$ cat config.mk
export PLATFORM = sky130hd
export DESIGN_NAME = demux_stream
export DESIGN_NICKNAME = d
export VERILOG_FILES = /design/src/rtl/demux_stream_pkg.sv /design/src/rtl/demux_slot.sv /design/src/rtl/demux_stream.sv
export SDC_FILE = /design/constraint.sdc
export NUM_CORES = 1
export LEC_CHECK = 0
export ABC_CLOCK_PERIOD_IN_PS = 3100
export CAP_MARGIN = 40
export CORE_MARGIN = 2
export CORE_UTILIZATION = 41
export CTS_CLUSTER_SIZE = 14
export DETAILED_ROUTE_END_ITERATION = 6
export HOLD_SLACK_MARGIN = 0.06
export PLACE_DENSITY = 0.88
export SKIP_CTS_REPAIR_TIMING = 1
export SYNTH_ARGS = -nofsm -noshare
export SYNTH_HDL_FRONTEND = slang
export SYNTH_HIERARCHICAL = 1
export SYNTH_SLANG_ARGS = --single-unit
$ cat constraint.sdc
create_clock -name clk -period 3.1 [get_ports clk]
set_clock_uncertainty 0.1 [all_clocks]
set_input_delay 0.62 -clock clk [delete_from_list [all_inputs] [get_ports clk]]
set_output_delay 0.62 -clock clk [all_outputs]
set_load 0.05 [all_outputs]
$ cat src/rtl/demux_stream_pkg.sv
// Shared constants and helpers for the 1-to-NCH stream demultiplexer.
package demux_stream_pkg;

   localparam int DROP_CNT_W = 16;

   typedef logic [DROP_CNT_W-1:0] drop_cnt_t;

   localparam drop_cnt_t DROP_CNT_MAX = '1;

   // True when a select value addresses an existing channel.
   function automatic logic sel_in_range(input int unsigned sel, input int unsigned nch);
      return sel < nch;
   endfunction

endpackage

$ cat src/rtl/demux_slot.sv
// One-entry output register stage: loads when told to, clears when drained,
// otherwise holds its payload stable for the consumer.
module demux_slot
   import demux_stream_pkg::*;
#(
   parameter int WIDTH = 8
) (
   input  logic             clk,
   input  logic             rst_n,
   input  logic             load,
   input  logic             drain_ready,
   input  logic [WIDTH-1:0] load_data,
   output logic             valid,
   output logic [WIDTH-1:0] data
);

   logic             valid_q, valid_d;
   logic [WIDTH-1:0] data_q, data_d;

   // Next slot state: a load wins over a drain so drain+reload keeps valid high.
   always_comb begin
      valid_d = valid_q;
      data_d  = data_q;
      if (load) begin
         valid_d = 1'b1;
         data_d  = load_data;
      end else if (valid_q && drain_ready) begin
         valid_d = 1'b0;
      end
   end

   // Slot register; contents are discarded on reset.
   always_ff @(posedge clk or negedge rst_n) begin
      if (!rst_n) begin
         valid_q <= 1'b0;
         data_q  <= '0;
      end else begin
         valid_q <= valid_d;
         data_q  <= data_d;
      end
   end

   assign valid = valid_q;
   assign data  = data_q;

endmodule

$ cat src/rtl/demux_stream.sv
// Registered 1-to-NCH stream demultiplexer with broadcast and
// out-of-range select dropping.
module demux_stream
   import demux_stream_pkg::*;
#(
   parameter  int WIDTH = 8,
   parameter  int NCH   = 4,
   localparam int SELW  = $clog2(NCH)
) (
   input  logic                  clk,
   input  logic                  rst_n,
   input  logic                  in_valid,
   output logic                  in_ready,
   input  logic [WIDTH-1:0]      in_data,
   input  logic [SELW-1:0]       in_sel,
   input  logic                  in_bcast,
   output logic [NCH-1:0]        out_valid,
   input  logic [NCH-1:0]        out_ready,
   output logic [NCH*WIDTH-1:0]  out_data,
   output logic                  err_sel,
   output logic [DROP_CNT_W-1:0] drop_cnt
);

   logic [NCH-1:0] slot_free;
   logic           sel_ok;
   logic           sel_free;
   logic           accept;
   logic           drop;
   logic [NCH-1:0] load;

   logic      err_sel_q, err_sel_d;
   drop_cnt_t drop_cnt_q, drop_cnt_d;

   // Readiness: broadcast needs every slot free, unicast only its target,
   // and an out-of-range select is always taken (and thrown away).
   always_comb begin
      slot_free = '0;
      sel_free  = 1'b0;
      for (int i = 0; i < NCH; i++) begin
         slot_free[i] = !out_valid[i] || out_ready[i];
         if (in_sel == SELW'(i)) sel_free = slot_free[i];
      end
      sel_ok = sel_in_range(32'(in_sel), NCH);
      if (!rst_n)        in_ready = 1'b0;
      else if (in_bcast) in_ready = &slot_free;
      else if (sel_ok)   in_ready = sel_free;
      else               in_ready = 1'b1;
   end

   // Load decode for the slots and drop detection for bad selects.
   always_comb begin
      accept = in_valid && in_ready;
      drop   = accept && !in_bcast && !sel_ok;
      load   = '0;
      for (int i = 0; i < NCH; i++) begin
         load[i] = accept && (in_bcast || (sel_ok && (in_sel == SELW'(i))));
      end
   end

   // Error pulse follows each drop; drop counter sticks at its maximum.
   always_comb begin
      err_sel_d  = drop;
      drop_cnt_d = drop_cnt_q;
      if (drop && (drop_cnt_q != DROP_CNT_MAX)) drop_cnt_d = drop_cnt_q + 1'b1;
   end

   // Error and drop-count registers.
   always_ff @(posedge clk or negedge rst_n) begin
      if (!rst_n) begin
         err_sel_q  <= 1'b0;
         drop_cnt_q <= '0;
      end else begin
         err_sel_q  <= err_sel_d;
         drop_cnt_q <= drop_cnt_d;
      end
   end

   assign err_sel  = err_sel_q;
   assign drop_cnt = drop_cnt_q;

   for (genvar g = 0; g < NCH; g++) begin : g_slot
      demux_slot #(.WIDTH(WIDTH)) u_slot (
         .clk         (clk),
         .rst_n       (rst_n),
         .load        (load[g]),
         .drain_ready (out_ready[g]),
         .load_data   (in_data),
         .valid       (out_valid[g]),
         .data        (out_data[g*WIDTH +: WIDTH])
      );
   end

endmodule

After elaboration in Yosys (flattened, before gate mapping). Index checks and enable logic that the tools add are counted. Widths: inputs -> output; s select.

Bits in registers: 36. Word-level logic and storage cells: 52. Output and inout port bits: 54.

Equality and inequality tests: 3. Mux-type cells: 14. Reductions and logical operators: 27.

Operator list (count): $mux 1 (14); $logic_and 1x1->1 (9); $logic_or 1x1->1 (8); $reduce_bool 2->1 (4); $eq 2x2->1 const B (2); $logic_not 1->1 (4); $reduce_and 4->1 (1); $eq 2x1->1 const B (1); $logic_not 2->1 (1).

Depth between registers and ports, before layout.
Depth in word-level cells: 11. Gate-level depth with buffers: 6. Depth with buffers taken out: 5.

Hierarchy. The synthesis kept the hierarchy.

Modules (own cells, without submodules): demux_slot (times used 4, area an instance 369.1 sq um, cells each 20); demux_stream (times used 1, area an instance 271.5 sq um, cells each 39).

Worst setup path after synthesis. OpenSTA, ideal clock, no wires.

Path type: register to output. Start: reg g_slot[0].u_slot.valid_q. End: out in_ready. Stages on the path, launching flop included: 5. Data required time: 2.380 ns. Arrival: 1.805 ns. Slack: 0.575 ns. Path through: dfrtp_1 > nor2b_1 > o21ai_0 > a21bo_2 > nor2_1.

Cells in the longest elaborated chain, start to end: 8. Elaborated cells between the ends (all ways): 9.

RTL lines: start, declared (RTL line demux_slot.sv:17) `logic valid_q, valid_d;`; start signal, assigned (RTL line demux_slot.sv:38) `valid_q <= valid_d;`; $logic_not 1->1 * (RTL line demux_stream.sv:40) `slot_free[i] = !out_valid[i] || out_ready[i];`; $logic_or 1x1->1 * (RTL line demux_stream.sv:40); $mux 1 (4 in a row) (RTL line demux_stream.sv:41) `if (in_sel == SELW'(i)) sel_free = slot_free[i];`; $mux 1 * (RTL line demux_stream.sv:45) `else if (in_bcast) in_ready = &slot_free;`; $mux 1 * (RTL line demux_stream.sv:44) `if (!rst_n) in_ready = 1'b0;`; end, declared (RTL line demux_stream.sv:13) `output logic in_ready,`.

Mark *: on every way between the ends. The rest lies on a longest branch, timed or not.

Worst setup path after layout.
Start: in in_bcast. End: out in_ready.

Cells in the longest elaborated chain, start to end: 2.

RTL lines: start, declared (RTL line demux_stream.sv:16) `input logic in_bcast,`; $mux 1 (RTL line demux_stream.sv:45); $mux 1 (RTL line demux_stream.sv:44).

Every way passes these cells.

==> reports/summary.txt <==
final WL: 3330 um
die width: 69.3 um
Final Slew Violations: 0
clk_lat worst skew: 0.28 ns
Remaining DRCs: 0
post-synthesis register bit count: 36
fin crit period: 2.84 ns
final hold vios: 0
final period utilization: 0.918
via count: 1063
global placer's final weighted congestion: 0.717
drt wl/cell: 14.4 um
CP endpoint kind: output pin
Die Y: 69.3 um
Non-Filler Instances: 231
Area Growth Syn to Fin: 36.9%
sequential cell area fraction in the yosys report: 0.515
H-tree Lvls: 2
Netlist cell types: 19
Starting Density: 0.431
Congestion Overflow GR: 0
Fillers: 321
synthesized area: 0.00175 mm^2
Design Power: 2.05 mW
# IOs: 72
worst setup margin: 0.255 ns
# port buffers: 54
Post-Synthesis Cells: 119
VDD IR max: 0.000384 V
Max stage delay cell, worst path: clkdlybuf4s50_1
RSZ-0062 raised after global routing: false
Post-DP HPWL: 2420 um
n_diodes: 0
syn_area_per_cell: 14.7 um^2
CTS Buf Count: 5
Slew headroom: 0.664
fraction of layout cells with a size suffix above 1: 0.326
area of the multi-input gates: 743 um^2
clock tree buffer depth: 2
Post-Place Worst Slack: 0.233 ns
crit start category: input port
DR pass1 iterations: 2
Worst Setup Path Type: input port to output pin
leakage power: 1.10 nW
fmax: 352 MHz
first-pass GRT wire length: 5460 um
initial antenna violation count: 0
Setup TNS: 0 ns
outcome: finished, final reports clean
max_cap viols: 0
register area: 901 um^2
crit-path cells: clkdlybuf4s50_1 -> a21oi_2 -> or3b_1 -> nand4_2 -> nor2_1 -> buf_12
Total Routing Usage GR: 0.144
Avg Vias per Cell: 4.60
placed cells: 223
Slew @ Worst Pin: 0.502 ns
power per standard cell area: 857 mW/mm^2
antenna viol nets, final: 0
largest fanout on the critical path: 6
total number of yosys warnings: 6
count of final setup violators: 0
vias in the first global route: 1026
clock slew at reported path FFs: 0.07 ns
Worst Hold Class: input port to asynchronous set/reset pin
Crit path required time: 2.38 ns
CTS Sinks: 36
largest net degree at the start of global routing: 37
Clock Root Buffer: clkbuf_8
worst path arrival time: 2.12 ns
Nets: 198
CTS tree: yes
Critical Path Max Stage Delay: 0.49 ns
num rows: 23
core area: 0.00406 mm^2
DR iter-0 viols: 53
die area: 0.00480 mm^2
Core Util, Final: 0.590
[where the power goes]
| part | leakage [nW] | switching (mW) | total (mW) | internal, mW |
|---|---|---|---|---|
| logic | 0.623 | 0.641 | 1.06 | 0.415 |
| clock network | 0.0479 | 0.163 | 0.320 | 0.156 |
| registers | 0.431 | 0.0777 | 0.675 | 0.598 |
[cell usage in the layout (no fill, tap or decap)]
| cell | Yosys | final |
|---|---|---|
| clkdlybuf4s50_1 | 0 | 52 |
| dfrtp_1 | 36 | 36 |
| mux2_4 | 32 | 32 |
| conb_1 | 1 | 17 |
| clkbuf_8 | 0 | 5 |
| buf_4 | 17 | 5 |
| nor2b_1 | 4 | 4 |
| o21ai_0 | 4 | 4 |
| inv_1 | 4 | 4 |
| a21o_2 | 4 | 4 |
| nor3_2 | 0 | 3 |
| nor2_1 | 2 | 2 |
| clkinv_2 | 0 | 2 |
| o21ai_1 | 1 | 1 |
| nand2_1 | 1 | 1 |
| a21oi_2 | 1 | 1 |
| or3b_1 | 1 | 1 |
| nand4_2 | 1 | 1 |
| and2b_2 | 1 | 1 |
| a21bo_2 | 1 | 1 |
| nor4b_4 | 0 | 1 |
| clkinv_4 | 0 | 1 |
| buf_2 | 0 | 1 |
| buf_12 | 0 | 1 |
[metrics by stage]
| step | area, um^2 | hold slack, ns |
|---|---|---|
| finish | 2390 | 0.319 |
| global route | 2390 | 0.361 |
| CTS | 2390 | 0.333 |
| detailed placement | 2300 | 0.392 |
| global placement | 2300 | 0.396 |
| floorplan | 1810 | 0.224 |
[logic make-up after synthesis]
group                  Yosys count  synth area share
AO/OA/AOI/OAI                   11            0.0451
multiplexers                    32             0.275
flip-flops                      36             0.515
other                            1           0.00215
buffers and inverters           25             0.107
AND/OR/NAND/NOR                 14            0.0551
[final timing paths]
path | cells past startpoint | startpoint | slack [ns] | end
min reg2reg | 1 | g_slot[2].u_slot/data[0] | 0.41 | g_slot[2].u_slot/data[0]
min in group clk | 1 | g_slot[2].u_slot/data[0] | 0.41 | g_slot[2].u_slot/data[0]
min | 2 | rst_n | 0.32 | g_slot[1].u_slot/valid
max | 6 | in_bcast | 0.26 | in_ready
max reg2reg | 6 | g_slot[0].u_slot/valid | 1.08 | g_slot[3].u_slot/data[1]
max in group asynchronous | 2 | rst_n | 2.26 | g_slot[3].u_slot/valid
[flip-flops by register name, indices dropped and copies added (netlist names)]
register,flops
g_slot.u_slot/data,32
g_slot.u_slot/valid,4
[critical path: cells and delay by family]
| kind | cells | cell delay [ns] |
|---|---|---|
| buf+inv | 2 | 0.66 |
| compound gates | 1 | 0.21 |
| simple gates | 3 | 0.63 |
[synthesized netlist by cell type]
cell type  count  area, um^2
a21bo_2        1        10.0
a21o_2         4        35.0
a21oi_2        1        8.76
and2b_2        1        8.76
buf_4         17         128
buf_6          4        45.0
conb_1         1        3.75
dfrtp_1       36         901
inv_1          4        15.0
mux2_4        32         480
nand2_1        1        3.75
nand4_2        1        12.5
nor2_1         2        7.51
nor2b_1        4        25.0
nor3_1         3        15.0
nor4b_2        1        15.0
o21ai_0        4        20.0
o21ai_1        1        5.00
or3b_1         1        8.76
[metal layers]
layer,GRT usage,up-vias,wire [um]
met1,0.200,523,1520
met3,0.0581,4,239
li1,-,488,-
met2,0.215,48,1550
met4,0.0261,0,20
met5,0,-,0
[final cells by class]
class	instances	share of cell area
sequential	36	0.377
multi-input combinational	74	0.311
timing repair buffer	59	0.244
clock buffer	5	0.0288
tap	50	0.0262
clock inverter	3	0.00785
inverter	4	0.00628
Note: power is estimated with default switching activity, not from simulation.
